[src/rtl/lc3_ea_ctrl_pkg.sv]
// lc3_ea_ctrl_pkg: opcodes, state/field-select encodings and the opcode decoder for lc3_ea_ctrl.
package lc3_ea_ctrl_pkg;
  localparam logic [3:0] OP_BR  = 4'h0;
  localparam logic [3:0] OP_LD  = 4'h2;
  localparam logic [3:0] OP_ST  = 4'h3;
  localparam logic [3:0] OP_JSR = 4'h4;
  localparam logic [3:0] OP_LDR = 4'h6;
  localparam logic [3:0] OP_STR = 4'h7;
  localparam logic [3:0] OP_LDI = 4'hA;
  localparam logic [3:0] OP_STI = 4'hB;
  localparam logic [3:0] OP_JMP = 4'hC;
  localparam logic [3:0] OP_LEA = 4'hE;
  typedef enum logic [2:0] {S_IDLE, S_DECODE, S_ADD, S_IND, S_DONE} state_t;
  typedef enum logic [1:0] {SEL_ZERO, SEL_OFF6, SEL_OFF9, SEL_OFF11} sel_t;
  typedef struct packed {
    sel_t sel;
    logic use_pc;
    logic ind;
    logic illegal;
  } dec_t;
  function automatic dec_t decode(input logic [3:0] op, input logic jsr);
    case (op)
      OP_BR, OP_LD, OP_ST, OP_LEA: decode = '{SEL_OFF9, 1'b1, 1'b0, 1'b0};
      OP_LDI, OP_STI:              decode = '{SEL_OFF9, 1'b1, 1'b1, 1'b0};
      OP_JSR:                      decode = jsr ? '{SEL_OFF11, 1'b1, 1'b0, 1'b0} : '{SEL_ZERO, 1'b0, 1'b0, 1'b0};
      OP_JMP:                      decode = '{SEL_ZERO, 1'b0, 1'b0, 1'b0};
      OP_LDR, OP_STR:              decode = '{SEL_OFF6, 1'b0, 1'b0, 1'b0};
      default:                     decode = '{SEL_ZERO, 1'b0, 1'b0, 1'b1};
    endcase
  endfunction
endpackage

[src/rtl/lc3_ea_ctrl_sext.sv]
// sext: sign-extend an N-bit field to WIDTH bits.
module sext #(
  parameter int N     = 6,
  parameter int WIDTH = 16
) (
  input  logic [N-1:0]     x,
  output logic [WIDTH-1:0] y
);
  assign y = {{(WIDTH-N){x[N-1]}}, x};
endmodule

[src/rtl/lc3_ea_ctrl.sv]
// lc3_ea_ctrl: multi-cycle LC-3 effective-address unit with LDI/STI indirect read sequencing.
module lc3_ea_ctrl
  import lc3_ea_ctrl_pkg::*;
#(
  parameter int WIDTH = 16
) (
  input  logic             clk,
  input  logic             rst,
  input  logic             start,
  input  logic [WIDTH-1:0] ir,
  input  logic [WIDTH-1:0] pc,
  output logic [2:0]       sr_addr,
  input  logic [WIDTH-1:0] sr_data,
  output logic             mem_req,
  output logic [WIDTH-1:0] mem_addr,
  input  logic             mem_rdy,
  input  logic [WIDTH-1:0] mem_rdata,
  output logic             busy,
  output logic             done,
  output logic [WIDTH-1:0] ea,
  output logic             illegal
);
  state_t state, next;
  dec_t dec_q;
  logic [WIDTH-1:0] ir_q, pc_q, base_q, addr_q, ea_q;
  logic [WIDTH-1:0] off6, off9, off11, off, sum;
  sext #(.N(6),  .WIDTH(WIDTH)) u_off6  (.x(ir_q[5:0]),  .y(off6));
  sext #(.N(9),  .WIDTH(WIDTH)) u_off9  (.x(ir_q[8:0]),  .y(off9));
  sext #(.N(11), .WIDTH(WIDTH)) u_off11 (.x(ir_q[10:0]), .y(off11));
  always_comb
    off = dec_q.sel == SEL_OFF6  ? off6  :
          dec_q.sel == SEL_OFF9  ? off9  :
          dec_q.sel == SEL_OFF11 ? off11 : '0;
  assign sum = (dec_q.use_pc ? pc_q : base_q) + off;
  always_ff @(posedge clk or posedge rst)
    if (rst) state <= S_IDLE;
    else     state <= next;
  always_comb
    next = state == S_IDLE   ? (start ? S_DECODE : S_IDLE) :
           state == S_DECODE ? S_ADD :
           state == S_ADD    ? (dec_q.ind ? S_IND : S_DONE) :
           state == S_IND    ? (mem_rdy ? S_DONE : S_IND) : S_IDLE;
  always_comb begin
    busy     = state != S_IDLE;
    done     = state == S_DONE;
    mem_req  = state == S_IND;
    mem_addr = mem_req ? addr_q : '0;
    sr_addr  = state == S_DECODE ? ir_q[8:6] : 3'd0;
  end
  // ea_q holds its value from DONE until the next accepted start
  always_ff @(posedge clk or posedge rst)
    if (rst) begin
      ir_q   <= '0;
      pc_q   <= '0;
      base_q <= '0;
      addr_q <= '0;
      ea_q   <= '0;
      dec_q  <= '0;
    end else begin
      if (state == S_IDLE && start) begin
        ir_q <= ir;
        pc_q <= pc;
      end
      if (state == S_DECODE) begin
        base_q <= sr_data;
        dec_q  <= decode(ir_q[15:12], ir_q[11]);
      end
      if (state == S_ADD) begin
        addr_q <= sum;
        ea_q   <= dec_q.illegal ? '0 : sum;
      end
      if (state == S_IND && mem_rdy) ea_q <= mem_rdata;
    end
  assign ea      = ea_q;
  assign illegal = dec_q.illegal;
endmodule
[config.mk]
export PLATFORM = sky130hd
export DESIGN_NAME = lc3_ea_ctrl
export DESIGN_NICKNAME = d
export VERILOG_FILES = /design/src/rtl/lc3_ea_ctrl_pkg.sv /design/src/rtl/lc3_ea_ctrl_sext.sv /design/src/rtl/lc3_ea_ctrl.sv
export SDC_FILE = /design/constraint.sdc
export NUM_CORES = 1
export LEC_CHECK = 0
export CAP_MARGIN = 20
export CORE_MARGIN = 10
export CORE_UTILIZATION = 35
export DETAILED_ROUTE_END_ITERATION = 12
export GPL_ROUTABILITY_DRIVEN = 0
export PLACE_DENSITY = 0.62
export SETUP_SLACK_MARGIN = 0.3
export SYNTH_ARGS = -nofsm -noshare
export SYNTH_HDL_FRONTEND = slang
export SYNTH_HIERARCHICAL = 1
export SYNTH_SLANG_ARGS = --single-unit
[constraint.sdc]
create_clock -name clk -period 3.6 [get_ports clk]
set_input_delay 1.08 -clock clk [delete_from_list [all_inputs] [get_ports clk]]
set_output_delay 1.08 -clock clk [all_outputs]
set_load 0.02 [all_outputs]
After elaboration in Yosys (flattened, before gate mapping)
Index checks and enable logic that the tools add are counted.

operators by class
  reduce and logical (&&, ||, !) cells = 9
  shift-type cells = 0
  bitwise operators = 0
  multipliers = 0
  equal/unequal tests = 16
  divide/modulo/power cells = 0
  $add $sub $neg = 1
  muxes and demuxes = 18
  order comparisons = 0

operators with widths
  kind                count
  $mux 16             8
  $pmux 5 s5          1
  $mux 3              7
  $add 16x16->16      1
  $eq 4x4->1 const B  4
  $eq 4x3->1 const B  3
  $eq 4x2->1 const B  2
  $eq 3x2->1 const B  2
  $mux 5              1
  $eq 2x2->1 const B  2
  $logic_not 4->1     1
  $reduce_or 2->1     2
  $reduce_or 4->1     1
  $eq 3x1->1 const B  1
  $eq 3x3->1 const B  1
  $logic_not 3->1     1
  $reduce_bool 3->1   1
  $eq 2x1->1 const B  1
  $logic_and 1x1->1   2
  $reduce_bool 2->1   1
  $mux 1              1

storage, ports and cells
  output and inout port bits = 39
  register bits after elaboration = 88
  memories = 0
  latch bits = 0
  word-level logic and storage cells = 54
  RAM bits = 0
  ROM bits = 0

Longest topological paths before layout
Gate-level depths: netlist (run 1).

  depth in word-level cells = 8
  gate-level depth with buffers = 13
  depth with buffers taken out = 10

Cells and area by module
The synthesis (run 1) kept the hierarchy.

modules (own cells, without submodules)
  module       sequential area each (um2)  area an instance (um2)  instances  cells an instance
  lc3_ea_ctrl  2,177.1                     4,994.8                 1          460
  sext         0.0                         120.1                   3          16

Worst setup path after synthesis (run 1)
No wires, ideal clock.

  kind = reg-to-reg
  start = reg dec_q[4] in the netlist's numbering
  end = reg addr_q[10]
  buffers on the path = 3
  slack = 602 ps
  setup time = 134 ps
  arrival time = 2,863 ps
  stages on the path, launching flop included = 13
  required time = 3,466 ps
  path through = dfrtp_1 -> buf_4 -> buf_2 -> buf_2 -> mux2_2 -> ha_1 -> fa_1 -> a211oi_1 -> nor2_4 -> o22ai_4 -> nor3_1 -> a311oi_1 -> o21ai_0

between the ends
  longest elaborated chain between the ends = 5
  elaborated cells on any way between the ends = 7
  classes of those cells = 1 x add/sub; 3 x eq/ne; 3 x mux

ends and longest elaborated chain
  what                      RTL line           source
  start: declaration        lc3_ea_ctrl.sv:24  dec_t dec_q;
  start signal: assignment  lc3_ea_ctrl.sv:66  dec_q <= decode(ir_q[15:12], ir_q[11]);
  $eq 2x2->1                lc3_ea_ctrl.sv:33  dec_q.sel == SEL_OFF11 ? off11 : '0;
  $mux 16                   lc3_ea_ctrl.sv:33
  $mux 16                   lc3_ea_ctrl.sv:32  dec_q.sel == SEL_OFF9 ? off9 :
  $mux 16 (*)               lc3_ea_ctrl.sv:31  off = dec_q.sel == SEL_OFF6 ? off6 :
  $add 16x16->16 (*)        lc3_ea_ctrl.sv:34  assign sum = (dec_q.use_pc ? pc_q : base_q) + off;
  end signal: assignment    lc3_ea_ctrl.sv:69  addr_q <= sum;
  end: declaration          lc3_ea_ctrl.sv:25  logic [WIDTH-1:0] ir_q, pc_q, base_q, addr_q, ea_q;

Every way passes the cells marked *; elsewhere a longest branch is shown, timed or not.
A chain may end at the register's enable or synchronous reset.

Final worst setup path (run 1)
  start = reg state[2]
  end = out mem_addr[6]

between the ends
  longest elaborated chain between the ends = 2

ends and longest elaborated chain
  what                      RTL line           source
  start: declaration        lc3_ea_ctrl.sv:23  state_t state, next;
  start signal: assignment  lc3_ea_ctrl.sv:37  else state <= next;
  $eq 3x2->1                lc3_ea_ctrl.sv:46  mem_req = state == S_IND;
  $mux 16                   lc3_ea_ctrl.sv:47  mem_addr = mem_req ? addr_q : '0;
  end: declaration          lc3_ea_ctrl.sv:15  output logic [WIDTH-1:0] mem_addr,

No other way between the ends.

==> run_summary.xml, run 1 <==
<?xml version="1.0" encoding="UTF-8"?>
<metrics>
  <group name="hold_path">
    <metric name="hold_path_startpoint" unit="">addr_q[7]</metric>
    <metric name="hold_path_end" unit="">addr_q[7]</metric>
    <metric name="worst_hold_path_cell_count" unit="">2</metric>
    <metric name="hold_path.class" unit="">reg2reg</metric>
  </group>
  <group name="synthesis">
    <metric name="ys_ff_latch" unit="">87</metric>
    <metric name="post_synth_instance_area" unit="mm^2">0.005355</metric>
    <metric name="number_of_enable_type_register_cells_in_the_synthesized_netlist" unit="">0</metric>
    <metric name="post_synth_num_cell_types" unit="">59</metric>
    <metric name="ys_dominant_reg_cell" unit="">sky130_fd_sc_hd__dfrtp_1</metric>
    <metric name="synth.yosys.seq_area_share" unit="%">40.65</metric>
    <metric name="post_synth_inst_count" unit="">508</metric>
    <metric name="asyncSetResetFlopFracSynth" unit="%">100.0</metric>
    <metric name="yosysWarningCount" unit="">6</metric>
    <metric name="synth_net_count" unit="">592</metric>
    <metric name="avgSynthCellArea" unit="um^2">10.54</metric>
  </group>
  <group name="route">
    <metric name="wire_per_inst" unit="um">17.87</metric>
    <metric name="vias_per_cell" unit="">5.110</metric>
    <metric name="drt_first_pass_iters" unit="">4</metric>
    <metric name="antenna_left" unit="">0</metric>
    <metric name="drc_errors" unit="">0</metric>
    <metric name="drt-initial-drc-count" unit="">224</metric>
    <metric name="via_count" unit="">3817</metric>
    <metric name="routed_wirelength" unit="um">13350</metric>
  </group>
  <group name="grt">
    <metric name="grt_use_met3" unit="%">4.026</metric>
    <metric name="busiest_layer" unit="">met2</metric>
    <metric name="initial_antenna_violation_count" unit="">0</metric>
    <metric name="track_usage" unit="%">13.21</metric>
    <metric name="met2_layer_usage_reported_by_global_route" unit="%">20.21</metric>
    <metric name="largest_net_degree_at_the_start_of_global_routing" unit="">46</metric>
    <metric name="grt-ovfl-total" unit="">0</metric>
    <metric name="grt_util_met1" unit="%">17.10</metric>
    <metric name="grt_pass1_wl" unit="um">21580</metric>
    <metric name="grt_pass1_vias" unit="">4019</metric>
  </group>
  <group name="timing">
    <metric name="fin_crit_sh" unit="%">88.10</metric>
    <metric name="total_negative_slack_for_setup_checks" unit="ns">0</metric>
    <metric name="timing.final.max_slew_violations" unit="">0</metric>
    <metric name="timing.fmax" unit="GHz">0.3153</metric>
    <metric name="timing_worst_slew_pin_value" unit="ns">0.7434</metric>
    <metric name="grt_setup_unrepaired" unit="">false</metric>
    <metric name="final.setup_skew" unit="ns">0.006416</metric>
    <metric name="timing.final.setup_violations" unit="">0</metric>
    <metric name="finalHoldViolations" unit="">0</metric>
    <metric name="period_minus_slack" unit="ns">3.172</metric>
    <metric name="worst_slew_margin_relative_to_its_limit" unit="%">50.44</metric>
  </group>
  <group name="clocking">
    <metric name="clock_tree.htree_level_count" unit="">3</metric>
    <metric name="cts-buffers-inserted" unit="">9</metric>
    <metric name="insertion_delay" unit="ns">0.34</metric>
    <metric name="cts.path.max_buffers" unit="">2</metric>
    <metric name="clock_sinks" unit="">87</metric>
    <metric name="worst_setup_hold_path_clk_slew" unit="ns">0.06</metric>
    <metric name="tritoncts" unit="">done</metric>
    <metric name="clock_tree.root_cell" unit="">sky130_fd_sc_hd__clkbuf_16</metric>
    <metric name="post_cts.repair.setup_buffers" unit="">0</metric>
    <metric name="holdBufCountCts" unit="">0</metric>
  </group>
  <group name="floorplanning">
    <metric name="starting_density" unit="%">35.49</metric>
    <metric name="die_h" unit="um">143.7</metric>
    <metric name="boundaryPins" unit="">107</metric>
    <metric name="coreArea" unit="mm^2">0.01509</metric>
    <metric name="num_rows" unit="">45</metric>
    <metric name="floorplan.die_area" unit="mm^2">0.02065</metric>
    <metric name="die_w" unit="um">143.7</metric>
  </group>
  <group name="setup_path">
    <metric name="timing.critical_path.from_type" unit="">flip-flop</metric>
    <metric name="setup.reg_to_reg.worst_slack" unit="ns">0.45</metric>
    <metric name="crit_arrival" unit="ns">2.09</metric>
    <metric name="worst_r2r_dst" unit="">ea[10]</metric>
    <metric name="critical_path_required" unit="ns">2.52</metric>
    <metric name="crit_path_end_kind" unit="">primary output</metric>
    <metric name="crit-reg2reg-launch" unit="">dec_q[4]</metric>
    <metric name="worst-setup-path-type" unit="">reg2out</metric>
    <metric name="critical_path.max_fanout" unit="">20</metric>
    <metric name="timing.reg2reg.worst_path_depth" unit="">9</metric>
  </group>
  <group name="finish">
    <metric name="post_route_cells_drive_above_1_share" unit="%">19.50</metric>
    <metric name="layout.nets" unit="">640</metric>
    <metric name="sequential_cell_area" unit="mm^2">0.002177</metric>
    <metric name="antenna_cells" unit="">0</metric>
    <metric name="finish.cell_count_without_fillers" unit="">747</metric>
    <metric name="multi_input_area" unit="mm^2">0.002599</metric>
    <metric name="final.fill_count" unit="">1453</metric>
    <metric name="syn_to_final_growth" unit="%">20.44</metric>
  </group>
  <group name="power">
    <metric name="p_per_area" unit="mW/mm^2">1129</metric>
    <metric name="part_of_the_power_in_combinational_logic" unit="%">62.3</metric>
    <metric name="power_report.internal_total" unit="mW">4.112</metric>
    <metric name="peakVddDrop" unit="uV">382.4</metric>
    <metric name="total_switching_power" unit="mW">3.168</metric>
    <metric name="cellLeakagePower" unit="nW">2.668</metric>
    <metric name="clockPowerShare" unit="%">12.4</metric>
    <metric name="pwr-share-seq" unit="%">25.3</metric>
    <metric name="power.share.switching" unit="%">43.52</metric>
  </group>
  <group name="place">
    <metric name="place_inst" unit="">733</metric>
    <metric name="placement.io_buffers" unit="">106</metric>
    <metric name="dp_hpwl" unit="um">10130</metric>
  </group>
  <group name="run_status">
    <metric name="run_status" unit="">completed</metric>
  </group>
  <group name="run">
    <metric name="maxcap_violations" unit="">0</metric>
  </group>
</metrics>
## layout make-up
cell class	instances	area share [%]
clock inverter	1	0.4656
clock buffer	13	3.880
inverter	10	0.6402
multi-input combinational	335	40.29
tap	188	3.647
sequential	87	33.75
timing repair buffer	113	17.32
## cells in the mapped netlist, types with 2 or more instances
cell type / n / area (um^2)
sky130_fd_sc_hd__nor3b_1: 3 / 22.52
sky130_fd_sc_hd__nand4_1: 4 / 25.02
sky130_fd_sc_hd__o21ai_0: 31 / 155.2
sky130_fd_sc_hd__o22ai_1: 7 / 43.79
sky130_fd_sc_hd__buf_6: 2 / 22.52
sky130_fd_sc_hd__buf_4: 54 / 405.4
sky130_fd_sc_hd__mux2_2: 76 / 855.8
sky130_fd_sc_hd__nand3_1: 3 / 15.01
sky130_fd_sc_hd__mux2_1: 2 / 22.52
sky130_fd_sc_hd__and3_1: 3 / 18.77
sky130_fd_sc_hd__a311oi_1: 2 / 17.52
sky130_fd_sc_hd__a22o_1: 16 / 140.1
sky130_fd_sc_hd__a211oi_1: 4 / 30.03
sky130_fd_sc_hd__a21o_1: 5 / 37.54
sky130_fd_sc_hd__o211ai_2: 2 / 25.02
sky130_fd_sc_hd__a21oi_1: 25 / 125.1
sky130_fd_sc_hd__nor3_1: 3 / 15.01
sky130_fd_sc_hd__xnor2_1: 4 / 35.03
sky130_fd_sc_hd__nor2_1: 26 / 97.59
sky130_fd_sc_hd__clkbuf_8: 4 / 55.05
sky130_fd_sc_hd__clkbuf_1: 8 / 30.03
sky130_fd_sc_hd__and2_1: 22 / 137.6
sky130_fd_sc_hd__xor2_1: 7 / 61.31
sky130_fd_sc_hd__o21a_1: 5 / 37.54
sky130_fd_sc_hd__ha_1: 15 / 187.7
sky130_fd_sc_hd__inv_1: 10 / 37.54
sky130_fd_sc_hd__a211oi_2: 2 / 25.02
sky130_fd_sc_hd__a221oi_1: 2 / 17.52
sky130_fd_sc_hd__dfrtp_1: 87 / 2177
sky130_fd_sc_hd__nand2_1: 40 / 150.1
sky130_fd_sc_hd__buf_2: 6 / 30.03
## routing by layer
layer / part of all wire (%) / wire length (um)
met5: 0 / 0
met4: 1.5 / 197
met3: 7.2 / 955
met2: 45 / 5991
met1: 46 / 6201
## timing repair
action	CTS	global route
resized for setup	1	2
endpoints found under the setup margin	16	8
pin swaps	0	0
## layout by cell type (no fill, tap or decap), types with 2 or more instances in the layout
| cell type | netlist | routed |
|---|---|---|
| sky130_fd_sc_hd__nand2_1 | 40 | 40 |
| sky130_fd_sc_hd__xor2_1 | 7 | 7 |
| sky130_fd_sc_hd__nand4_1 | 4 | 4 |
| sky130_fd_sc_hd__o22ai_1 | 7 | 7 |
| sky130_fd_sc_hd__a221oi_1 | 2 | 2 |
| sky130_fd_sc_hd__a21o_1 | 5 | 5 |
| sky130_fd_sc_hd__o21a_1 | 5 | 5 |
| sky130_fd_sc_hd__nand3_1 | 3 | 3 |
| sky130_fd_sc_hd__a211oi_2 | 2 | 2 |
| sky130_fd_sc_hd__buf_4 | 54 | 6 |
| sky130_fd_sc_hd__clkbuf_16 | 0 | 9 |
| sky130_fd_sc_hd__mux2_1 | 2 | 2 |
| sky130_fd_sc_hd__and2_1 | 22 | 22 |
| sky130_fd_sc_hd__clkbuf_1 | 8 | 3 |
| sky130_fd_sc_hd__a21oi_1 | 25 | 25 |
| sky130_fd_sc_hd__nor3b_1 | 3 | 3 |
| sky130_fd_sc_hd__o21ai_0 | 31 | 31 |
| sky130_fd_sc_hd__a311oi_1 | 2 | 2 |
| sky130_fd_sc_hd__a211oi_1 | 4 | 4 |
| sky130_fd_sc_hd__inv_1 | 10 | 9 |
| sky130_fd_sc_hd__a22o_1 | 16 | 16 |
| sky130_fd_sc_hd__o211ai_2 | 2 | 2 |
| sky130_fd_sc_hd__nor2_1 | 26 | 26 |
| sky130_fd_sc_hd__mux2_2 | 76 | 76 |
| sky130_fd_sc_hd__clkdlybuf4s50_1 | 0 | 106 |
| sky130_fd_sc_hd__nor3_1 | 3 | 3 |
| sky130_fd_sc_hd__dfrtp_1 | 87 | 87 |
| sky130_fd_sc_hd__xnor2_1 | 4 | 4 |
| sky130_fd_sc_hd__ha_1 | 15 | 15 |
| sky130_fd_sc_hd__and3_1 | 3 | 3 |
## cells by family after synthesis
group,synth area share [%]
AO/OA/AOI/OAI,14.88
XOR/XNOR,1.799
flip-flops,40.65
adder cells (fa/ha/maj),3.879
multiplexers,16.59
AND/OR/NAND/NOR,11.19
buffers and inverters,11.00
## registers in the layout, summed over array words and instances, names as in the netlist
register	count
addr_q	16
base_q	16
dec_q	3
ea	16
illegal	1
ir_q	16
pc_q	16
state	3
## stage by stage
step                      hold slack (ns)  worst slack (ns)  area [um^2]  power, mW  util (%)
after CTS                          0.4746            0.3758         6444      7.329     42.70
final                              0.4703            0.4283         6450      7.280     42.74
after global routing               0.5027            0.3155         6450      7.875     42.74
after detailed placement           0.4597            0.4079         6162      6.377     40.84
after floorplan                    0.4374            0.6025         5359      5.644         -
after global placement             0.4538            0.5016         6162      6.249     40.84
## power groups by stage
stage                     Combinational (mW)  Sequential [mW]  Clock (mW)
after detailed placement                4.52             1.86           0
after floorplan                         3.83             1.81           0
after global routing                    4.98             1.93       0.967
after CTS                               4.55             1.85       0.931
after global placement                  4.42             1.83           0
final                                   4.54             1.84       0.901
## critical path, stage by stage (launching register included)
cell                              delay, ns
sky130_fd_sc_hd__dfrtp_1               0.45
sky130_fd_sc_hd__and3b_4               0.47
sky130_fd_sc_hd__and2_1                0.20
sky130_fd_sc_hd__clkdlybuf4s50_1       0.62
## how the worst max path moves through the flow
stage,from,to,slack [ns],cells past startpoint
after global placement,dec_q[4],addr_q[10],0.50,9
after floorplan,dec_q[4],addr_q[10],0.60,12
after CTS,state[1],mem_addr[3],0.38,3
final,state[2],mem_addr[6],0.43,3
after detailed placement,dec_q[4],ea[10],0.41,10
after global routing,dec_q[4],ea[10],0.32,10
Note: power is estimated with default switching activity, not from simulation.
==> inputs of run 2 (changes only) <==
Settings changed: CTS_BUF_LIST set to sky130_fd_sc_hd__clkbuf_8.
==> run 2 against run 1 <==
Effect of this change: count of clock-buffer cells in the layout down 3; clock skew rose by 0.0061 ns; routed wire length decreased by 0.32%; non-clock buffer count grew 1; combinational power barely moved; sequential power hardly changed; register-to-register slack hardly changed; clock power is 28% lower; sequential share of layout area rose by 0.43 points; hold slack better by 0.0046 ns; critical path type unchanged; critical endpoint unchanged.
==> run_summary.xml, run 2 (synthesized netlist as in run 1, its figures left out) <==
<?xml version="1.0" encoding="UTF-8"?>
<metrics>
  <group name="run_status">
    <metric name="run_status" unit="">completed</metric>
  </group>
  <group name="finish">
    <metric name="finish.cell_count_without_fillers" unit="">748</metric>
    <metric name="syn_to_final_growth" unit="%">18.93</metric>
    <metric name="sequential_cell_area" unit="mm^2">0.002177</metric>
    <metric name="post_route_cells_drive_above_1_share" unit="%">19.64</metric>
    <metric name="layout.nets" unit="">641</metric>
    <metric name="final.fill_count" unit="">1466</metric>
    <metric name="antenna_cells" unit="">0</metric>
    <metric name="layout.cells.most_common_list" unit="">sky130_fd_sc_hd__clkdlybuf4s50_1, sky130_fd_sc_hd__dfrtp_1, sky130_fd_sc_hd__mux2_2, sky130_fd_sc_hd__nand2_1, sky130_fd_sc_hd__o21ai_0</metric>
    <metric name="fin_area" unit="mm^2">0.006369</metric>
    <metric name="multi_input_area" unit="mm^2">0.002599</metric>
    <metric name="layout_commonest_cell" unit="">sky130_fd_sc_hd__clkdlybuf4s50_1</metric>
  </group>
  <group name="floorplanning">
    <metric name="starting_density" unit="%">35.49</metric>
    <metric name="floorplan.die_area" unit="mm^2">0.02065</metric>
    <metric name="die_h" unit="um">143.7</metric>
    <metric name="boundaryPins" unit="">107</metric>
    <metric name="num_rows" unit="">45</metric>
    <metric name="coreArea" unit="mm^2">0.01509</metric>
    <metric name="die_w" unit="um">143.7</metric>
  </group>
  <group name="place">
    <metric name="dp_hpwl" unit="um">10130</metric>
    <metric name="placedInstanceArea" unit="mm^2">0.006162</metric>
    <metric name="place_inst" unit="">733</metric>
    <metric name="placement.io_buffers" unit="">106</metric>
  </group>
  <group name="setup_path">
    <metric name="worst_path_buffer_plus_inverter_count" unit="">1</metric>
    <metric name="path_delay_family" unit="">simple AND/OR/NAND/NOR gates</metric>
    <metric name="critical_path.max_stage_delay" unit="ns">0.62</metric>
    <metric name="crit_arrival" unit="ns">2.11</metric>
    <metric name="timing.reg2reg.worst_path_depth" unit="">9</metric>
    <metric name="setup.reg_to_reg.worst_slack" unit="ns">0.45</metric>
    <metric name="worst-setup-path-type" unit="">reg2out</metric>
    <metric name="cp_cell_sequence" unit="">and3b_4 &gt; and2_1 &gt; clkdlybuf4s50_1</metric>
    <metric name="crit-reg2reg-launch" unit="">dec_q[4]</metric>
    <metric name="crit_path_end_kind" unit="">primary output</metric>
    <metric name="critical-path-slowest-cell" unit="">sky130_fd_sc_hd__clkdlybuf4s50_1</metric>
    <metric name="critical_path.max_fanout" unit="">20</metric>
    <metric name="timing.critical_path.from_type" unit="">flip-flop</metric>
    <metric name="critical_path_required" unit="ns">2.52</metric>
    <metric name="worst_r2r_dst" unit="">ea[10]</metric>
  </group>
  <group name="hold_path">
    <metric name="hold_path.class" unit="">reg2reg</metric>
    <metric name="worst_hold_path_cell_count" unit="">2</metric>
    <metric name="hold_path_startpoint" unit="">addr_q[7]</metric>
    <metric name="hold_path_end" unit="">addr_q[7]</metric>
  </group>
  <group name="grt">
    <metric name="grt_pass1_wl" unit="um">21460</metric>
    <metric name="largest_net_degree_at_the_start_of_global_routing" unit="">46</metric>
    <metric name="grt_pass1_vias" unit="">4040</metric>
    <metric name="initial_antenna_violation_count" unit="">0</metric>
    <metric name="track_usage" unit="%">13.10</metric>
    <metric name="grt-ovfl-total" unit="">0</metric>
  </group>
  <group name="route">
    <metric name="antenna_left" unit="">0</metric>
    <metric name="routed_wirelength" unit="um">13300</metric>
    <metric name="vias_per_cell" unit="">5.084</metric>
    <metric name="drt_first_pass_iters" unit="">4</metric>
    <metric name="via_count" unit="">3803</metric>
    <metric name="drc_errors" unit="">0</metric>
    <metric name="wire_per_inst" unit="um">17.78</metric>
    <metric name="drt-initial-drc-count" unit="">239</metric>
  </group>
  <group name="timing">
    <metric name="total_negative_slack_for_setup_checks" unit="ns">0</metric>
    <metric name="timing.final.max_slew_violations" unit="">0</metric>
    <metric name="timing.fmax" unit="GHz">0.3139</metric>
    <metric name="fin_crit_sh" unit="%">88.50</metric>
    <metric name="timing.final.setup_violations" unit="">0</metric>
    <metric name="worst_slew_margin_relative_to_its_limit" unit="%">49.28</metric>
    <metric name="final_layout_worst_hold_slack" unit="ns">0.4750</metric>
    <metric name="finalHoldViolations" unit="">0</metric>
    <metric name="timing_worst_slew_pin_value" unit="ns">0.7607</metric>
    <metric name="final.setup_skew" unit="ns">0.01250</metric>
    <metric name="period_minus_slack" unit="ns">3.186</metric>
    <metric name="grt_setup_unrepaired" unit="">false</metric>
  </group>
  <group name="run">
    <metric name="maxcap_violations" unit="">0</metric>
  </group>
  <group name="power">
    <metric name="p_per_area" unit="mW/mm^2">1107</metric>
    <metric name="cellLeakagePower" unit="nW">2.643</metric>
    <metric name="peakVddDrop" unit="uV">384.8</metric>
  </group>
  <group name="clocking">
    <metric name="clock_tree.root_cell" unit="">sky130_fd_sc_hd__clkbuf_8</metric>
    <metric name="insertion_delay" unit="ns">0.37</metric>
    <metric name="worst_setup_hold_path_clk_slew" unit="ns">0.08</metric>
    <metric name="tritoncts" unit="">done</metric>
    <metric name="clock_sinks" unit="">87</metric>
    <metric name="cts-buffers-inserted" unit="">9</metric>
    <metric name="cts.path.max_buffers" unit="">2</metric>
    <metric name="clock_tree.htree_level_count" unit="">3</metric>
    <metric name="holdBufCountCts" unit="">0</metric>
  </group>
</metrics>
[run 2: cell types whose count changed in the layout (fill, tap and decap cells not counted), sizes merged]
| cell | delta |
|---|---|
| clkbuf | -3 |
| inv | +3 |
| buf | +1 |
[run 2: layer usage]
metal	GRT usage, %	up-vias	wire [um]
met1	16.90	1832	6205
li1	-	1852	-
met4	4.514	0	209
met5	0	-	0
met2	20.29	105	5945
met3	4.026	14	942
[run 2: worst max path at each step]
stage	start	to	cells past startpoint
after global placement	dec_q[4]	addr_q[10]	9
after detailed placement	dec_q[4]	ea[10]	10
after global routing	dec_q[4]	ea[10]	10
final	state[2]	mem_addr[6]	3
after CTS	state[1]	mem_addr[3]	3
after floorplan	dec_q[4]	addr_q[10]	12
[run 2: repair_timing]
item | 4_1_cts | 5_1_grt
buffers inserted | 0 | 1
setup endpoints to repair | 17 | 19
gates resized for setup | 1 | 2
hold endpoints to repair | 0 | 0
pin swaps | 0 | 1
[run 2: power by group]
part           leakage, nW  switching, mW  internal, mW  total [mW]
Sequential            1.05          0.375          1.47        1.84
Clock                0.102          0.325         0.325       0.650
Combinational         1.49           2.45          2.11        4.56
Total                 2.64           3.15          3.90        7.05
[run 2: layout make-up]
class                           count  share of cell area, %
Multi-Input combinational cell    335                  40.81
Inverter                           10                 0.6483
Tap cell                          188                  3.694
Clock inverter                      4                 0.6483
Sequential cell                    87                  34.18
Timing Repair Buffer              114                  17.86
Clock buffer                       10                  2.161
[run 2: tightest hold or removal path: cells and delay by family (launching register included)]
| family | cells | cell delay (ns) |
|---|---|---|
| AOI/OAI and AO/OA | 1 | 0.06 |
| DFF | 1 | 0.34 |
| and+or+nand+nor | 1 | 0.05 |
[run 2: through the flow]
step,power (mW),setup WS [ns],util [%]
floorplan,5.644,0.6025,-
global placement,6.249,0.5016,40.84
detailed placement,6.377,0.4079,40.84
CTS,7.067,0.3319,42.03
global route,7.629,0.3130,42.21
finish,7.050,0.4139,42.21
==> inputs of run 3 (changes only) <==
Settings changed: ABC_CLOCK_PERIOD_IN_PS set to 3600, CTS_CLUSTER_DIAMETER set to 40.
==> results of run 3 <==
Final layout, timing and power as in run 2 (identical DEF).
